`config.mk`:
```
export PLATFORM = sky130hd
export DESIGN_NAME = message_block_reader
export DESIGN_NICKNAME = d
export VERILOG_FILES = /design/src/rtl/msg_prep_pkg.sv /design/src/rtl/msg_pad_checker.sv /design/src/rtl/message_block_reader.sv
export SDC_FILE = /design/constraint.sdc
export NUM_CORES = 2
export LEC_CHECK = 0
export ABC_AREA = 1
export BUFFER_PORTS_ARGS = -buffer_cell sky130_fd_sc_hd__buf_2
export CORE_AREA = 8 8 418 420
export DETAILED_ROUTE_END_ITERATION = 8
export DIE_AREA = 0 0 426 428
export SYNTH_ARGS = -nofsm -noshare
export SYNTH_HDL_FRONTEND = slang
export SYNTH_HIERARCHICAL = 1
export SYNTH_SLANG_ARGS = --single-unit
```
`constraint.sdc`:
```
create_clock -name clk -period 1.95 [get_ports clk]
set_input_delay 0.195 -clock clk [delete_from_list [all_inputs] [get_ports clk]]
set_output_delay 0.195 -clock clk [all_outputs]
set_load 0.03 [all_outputs]
```
`src/rtl/msg_prep_pkg.sv`:
```
// Shared constants and state type for the padded-message reader.
package msg_prep_pkg;

    localparam int unsigned MSG_W         = 1024;
    localparam int unsigned HDR_W         = 640;
    localparam int unsigned BLK_W         = 512;
    localparam int unsigned WORD_W        = 32;
    localparam int unsigned WORDS_PER_BLK = 16;
    localparam int unsigned MSG_LEN_BITS  = 640;
    localparam int unsigned SEP_BIT       = 383;
    localparam int unsigned LEN_W         = 64;
    localparam int unsigned ERR_CNT_W     = 8;
    localparam int unsigned CNT_W         = 5;
    localparam int unsigned IDX_W         = 4;

    typedef enum logic {
        IDLE   = 1'b0,
        STREAM = 1'b1
    } state_e;

endpackage

```
`src/rtl/msg_pad_checker.sv`:
```
// Combinational SHA-256 padding check for a 640-bit header: separator bit,
// zero fill and a 64-bit length field equal to 640.
module msg_pad_checker
    import msg_prep_pkg::*;
(
    input  logic [SEP_BIT:0] pad_field,
    output logic             pad_ok
);

    always_comb begin
        pad_ok = pad_field[SEP_BIT]
              && (pad_field[SEP_BIT-1:LEN_W] == '0)
              && (pad_field[LEN_W-1:0] == LEN_W'(MSG_LEN_BITS));
    end

endmodule

```
`src/rtl/message_block_reader.sv`:
```
// Accepts one 1024-bit padded message and streams it as 32 big-endian words.
// Define MSG_PAD_CHECK_EN to reject messages with malformed padding.
module message_block_reader
    import msg_prep_pkg::*;
(
    input  logic                 clk,
    input  logic                 rst_n,
    input  logic                 in_valid,
    output logic                 in_ready,
    input  logic [MSG_W-1:0]     in_msg,
    output logic                 out_valid,
    input  logic                 out_ready,
    output logic [WORD_W-1:0]    out_word,
    output logic [IDX_W-1:0]     out_word_idx,
    output logic                 out_blk_idx,
    output logic                 out_blk_last,
    output logic                 out_msg_last,
    output logic                 pad_err,
    output logic [ERR_CNT_W-1:0] pad_err_cnt,
    output logic                 busy
);

    state_e           state_q, state_d;
    logic [MSG_W-1:0] msg_q, msg_d;
    logic [CNT_W-1:0] cnt_q, cnt_d;
    logic             ready_q, valid_q, blk_last_q, msg_last_q;
    logic             valid_d, blk_last_d, msg_last_d;
    logic             pad_ok_c;

`ifdef MSG_PAD_CHECK_EN
    logic                 err_q, err_d;
    logic [ERR_CNT_W-1:0] err_cnt_q, err_cnt_d;

    msg_pad_checker u_pad_checker (
        .pad_field (in_msg[SEP_BIT:0]),
        .pad_ok    (pad_ok_c)
    );
`else
    assign pad_ok_c = 1'b1;
`endif

    // Next-state logic; msg_q shifts left so the current word is always on top.
    always_comb begin
        state_d = state_q;
        msg_d   = msg_q;
        cnt_d   = cnt_q;
`ifdef MSG_PAD_CHECK_EN
        err_d     = 1'b0;
        err_cnt_d = err_cnt_q;
`endif
        case (state_q)
            IDLE: begin
                if (in_valid) begin
                    cnt_d = '0;
                    if (pad_ok_c) begin
                        msg_d   = in_msg;
                        state_d = STREAM;
                    end
`ifdef MSG_PAD_CHECK_EN
                    else begin
                        err_d = 1'b1;
                        if (err_cnt_q != '1)
                            err_cnt_d = err_cnt_q + ERR_CNT_W'(1);
                    end
`endif
                end
            end
            STREAM: begin
                if (out_ready) begin
                    msg_d = {msg_q[MSG_W-WORD_W-1:0], WORD_W'(0)};
                    cnt_d = cnt_q + CNT_W'(1);
                    if (cnt_q == '1)
                        state_d = IDLE;
                end
            end
            default: state_d = IDLE;
        endcase

        valid_d    = (state_d == STREAM);
        blk_last_d = valid_d && (cnt_d[IDX_W-1:0] == '1);
        msg_last_d = valid_d && (cnt_d == '1);
    end

    always_ff @(posedge clk or negedge rst_n) begin
        if (!rst_n) begin
            state_q    <= IDLE;
            msg_q      <= '0;
            cnt_q      <= '0;
            ready_q    <= 1'b1;
            valid_q    <= 1'b0;
            blk_last_q <= 1'b0;
            msg_last_q <= 1'b0;
        end else begin
            state_q    <= state_d;
            msg_q      <= msg_d;
            cnt_q      <= cnt_d;
            ready_q    <= (state_d == IDLE);
            valid_q    <= valid_d;
            blk_last_q <= blk_last_d;
            msg_last_q <= msg_last_d;
        end
    end

`ifdef MSG_PAD_CHECK_EN
    always_ff @(posedge clk or negedge rst_n) begin
        if (!rst_n) begin
            err_q     <= 1'b0;
            err_cnt_q <= '0;
        end else begin
            err_q     <= err_d;
            err_cnt_q <= err_cnt_d;
        end
    end

    assign pad_err     = err_q;
    assign pad_err_cnt = err_cnt_q;
`else
    assign pad_err     = 1'b0;
    assign pad_err_cnt = '0;
`endif

    assign in_ready     = ready_q;
    assign out_valid    = valid_q;
    assign busy         = valid_q;
    assign out_word     = msg_q[MSG_W-1 -: WORD_W];
    assign out_word_idx = cnt_q[IDX_W-1:0];
    assign out_blk_idx  = cnt_q[CNT_W-1];
    assign out_blk_last = blk_last_q;
    assign out_msg_last = msg_last_q;

endmodule

```
# Word-level counts from Yosys, hierarchy flattened
# Cells that the tools add are included.
# classes
n_reduce_logical	3
n_bitwise	2
addsub	1
muxes	10
n_eq_ne	5
# op_table
operator	count
$mux 1024	2
$pmux 1024 s2	1
$eq 5x5->1 const B	2
$mux 5	2
$pmux 5 s2	1
$add 5x1->5 const B	1
$eq 4x4->1 const B	1
$ne 2x2->1 const B	2
$mux 1	3
$logic_and 1x1->1	2
$not 1->1	2
$pmux 1 s2	1
$reduce_and 2->1	1
# word_totals
regBits	1033
input_bits	1028
wordCells	27
output_inout_bits	51

# Depth between registers and ports, before layout
# depth
ltp_word	5
ltp_mapped	10
depth_no_buf	9

# Worst setup path after synthesis
# Ideal clock, no wire load.
# synth_path
kind	flip-flop to flip-flop
startpoint	register busy (netlist name)
endpoint	register msg_q[991]
setup_time_ps	130
path_stages_with_launch	10
path_slack_ps	292
arrival_ps	1528
period_less_slack_ps	1658
required_time_ps	1820
n_path_buf	4
path_cell_list	dfrtp_1 buf_4 clkinv_2 nand2_4 nand2_4 buf_6 buf_4 buf_2 nor2_1 a31oi_1
# synth_lines
element	line	source
end signal, assigned	message_block_reader.sv:95	msg_q <= msg_d;
end, declared	message_block_reader.sv:24	logic [MSG_W-1:0] msg_q, msg_d;

==> qor.txt <==
status: complete, no violations
Area growth syn-to-layout: 50.1%
global route overflow: 0
mapped cell area: 46,300 sq um
Initial Utilization: 27.5%
Mapped Cells: 5,639
Crit path required time: 2.60 ns
clk sink count: 1,033
Post-DP Area: 54,600 sq um
first drt pass iteration count: 7
class of the worst hold path: in -> reg
Clock Path Buffers: 3
unrepaired setup endpoints after global routing: yes
core area: 168,000 sq um
Critical Path End Type: flip-flop
WP buf/inv: 5
Synth area leader: dfrtp_1
Horiz. Die Dim: 426 microns
number of remaining DRC errors: 0
Post-synth EDFFs: 0
initial antenna violation count: 47
crit-path cells: buf_4, inv_16, buf_16, buf_16, buf_12, nand2_1, a31oi_1
via count: 49,685
Antenna Nets Post-Route: 0
drt initial violations: 4,972
worst clock skew: 0.0302 ns
Slew @ Worst Pin: 0.577 ns
vias in the first global route: 50,161
post-route cell area: 69,500 sq um
Syn Area/Cell: 8.21 sq um
Fillers: 16,151
pin count of the biggest net entering global routing: 114
Power Total: 79.6 mW
cell mode on critical path: buf_16
Worst-Skew Late Latency: 0.75 ns
period utilization: 99.0%
first-pass GRT wire length: 311,000 microns
kind of critical path: reg -> reg
CP Launch Type: flip-flop
Slew HR: 61.5%
CP top delay family: buffers and inverters
# rows: 151
total CTS buffers: 116
post-DP HPWL: 148,000 microns
Overall Global Routing Usage: 22.1%
fraction of layout cells with a size suffix above 1: 19.4%
clock slew at reported path FFs: 0.07 ns
CTS H-tree depth: 3
Seq/Total Area, Yosys: 55.9%
Peak Freq: 0.518 GHz
chip height: 428 microns
clk root buf: clkbuf_16
top area cells in the synthesized netlist: dfrtp_1 (56%), nand2_1 (17%), a31oi_1 (13%), nor2_1 (8.1%), clkbuf_1 (1.8%)
routed len/inst: 21.3 microns
Pleak: 31.8 nW
# IOs: 1,079
Layout Nets: 8,611
setup TNS: 0 ns
Via density: 5.00
Peak VDD IR: 670 uV
leading cell types by count after synthesis: nand2_1 (2,064), dfrtp_1 (1,032), nor2_1 (997), a31oi_1 (992), clkbuf_1 (223)
crit-path max cell delay: 0.50 ns
post-synth top area share: 55.8%
final setup vio count: 0
I/O Buffers: 1,069
PwrDens: 1150 nW/um^2
maxcap violations: 0
post-layout min period: 1.93 ns
routability cong.: 0.951
CP max-delay cell: dfrtp_4
Worst Path Arrival: 2.58 ns
DIE AREA: 182,000 sq um
Yosys reg bits: 1,033
Main synth FF type: dfrtp_1
TritonCTS clock tree: yes
Yosys Warn Count: 6
final-report hold violation count: 0
DRT Wirelength: 212,000 microns
fin util: 41.3%
fraction of registers with async set/reset: 100%
count leader, synth: nand2_1
max-slew violations: 0
Max Fanout on Critical Path: 36
Yosys cell types: 20
## per-stage QoR
stage	cells	hold slack, ns	setup WS (ns)
after floorplan	5647	-0.101	0.292
after global placement	8639	0.161	-0.0240
after detailed placement	8639	0.160	-0.0570
after CTS	9890	0.0976	0.000881
after global routing	9939	0.147	-0.0880
final	9943	0.194	0.0201
## cell families after synthesis
| group | count (synthesis) | share of synthesized area (%) |
|---|---|---|
| other cells | 1 | 0.00810 |
| fa+ha+maj | 2 | 0.0541 |
| compound gates | 995 | 13.4 |
| simple gates | 3102 | 25.3 |
| buf+inv | 506 | 5.34 |
| flops | 1033 | 55.9 |
## worst paths after layout
| check | cells past startpoint | endpoint | start | slack, ns |
|---|---|---|---|---|
| setup / recovery | 7 | msg_q[918]$_DFFE_PN0P_ | busy$_DFF_PN0_ | 0.02 |
| hold / removal | 4 | msg_q[8]$_DFFE_PN0P_ | in_msg[8] | 0.19 |
| setup reg to reg | 7 | msg_q[918]$_DFFE_PN0P_ | busy$_DFF_PN0_ | 0.02 |
| hold reg to reg | 2 | msg_q[30]$_DFFE_PN0P_ | msg_q[30]$_DFFE_PN0P_ | 0.50 |
| max in group asynchronous | 4 | msg_q[914]$_DFFE_PN0P_ | rst_n | 1.04 |
| min in group asynchronous | 3 | msg_q[689]$_DFFE_PN0P_ | rst_n | 0.26 |
## report_power, final
group | switching (mW) | internal (mW)
Combinational | 11.4 | 9.28
Sequential | 6.21 | 29.6
Clock | 9.57 | 13.5
## tightest hold or removal path: cells and delay by family
| family | cells | cell delay, ns |
|---|---|---|
| AND/OR/NAND/NOR | 2 | 0.09 |
| buffers and inverters | 2 | 0.62 |
## cell usage in the layout (no fill, tap or decap), types with 3 or more instances in the layout
master / count
clkinv_2: 29
bufinv_16: 11
buf_2: 1066
bufbuf_16: 3
nand3_1: 38
buf_4: 112
buf_6: 5
a31oi_1: 992
nor2_1: 997
nand2_1: 2061
clkinv_4: 3
buf_16: 16
clkinvlp_4: 5
buf_12: 74
diode_2: 45
nand2_2: 4
clkbuf_8: 26
clkinv_8: 3
dfrtp_1: 1031
conb_1: 9
dlygate4sd3_1: 1027
clkbuf_1: 17
clkbuf_16: 121
inv_1: 13
inv_6: 4
## cell type report
class | instances | area (sq um) | share of cell area (%)
diodes | 45 | 113 | 0.162
clock buffers | 160 | 3350 | 4.82
clock inverters | 57 | 646 | 0.929
inverters | 14 | 68.8 | 0.0991
multi-input cells | 4108 | 18000 | 25.9
repair buffers | 2308 | 18600 | 26.8
flip-flops and latches | 1033 | 25900 | 37.2
well taps | 2218 | 2780 | 4.00
## flip-flops by register name (all words and copies together), names as in the netlist
| name | cells |
|---|---|
| cnt_q | 5 |
| msg_q | 1024 |
| in_ready | 1 |
| out_blk_last | 1 |
| busy | 1 |
| out_msg_last | 1 |
## routing by layer
metal / vias up / routed length [microns] / GRT usage (%) / share of wire (%)
met4: 6 / 17700 / 16.0 / 8.3
met5: - / 42 / 0 / 0.020
met2: 2741 / 97500 / 35.4 / 46
met1: 23435 / 80600 / 26.6 / 38
met3: 866 / 15800 / 4.30 / 7.5
li1: 22637 / - / - / -
## repair_timing
| item | in CTS | in global routing |
|---|---|---|
| endpoints found under the setup margin | 16 | 51 |
| resized for setup | 5 | 21 |
| setup buffers | 3 | 4 |
| hold endpoints to repair | 1891 | 0 |
| pin swaps | 0 | 3 |
| hold buffers | 1028 | 0 |
| cloned | 3 | 4 |
No activity file was read; power rests on OpenSTA's default activity.
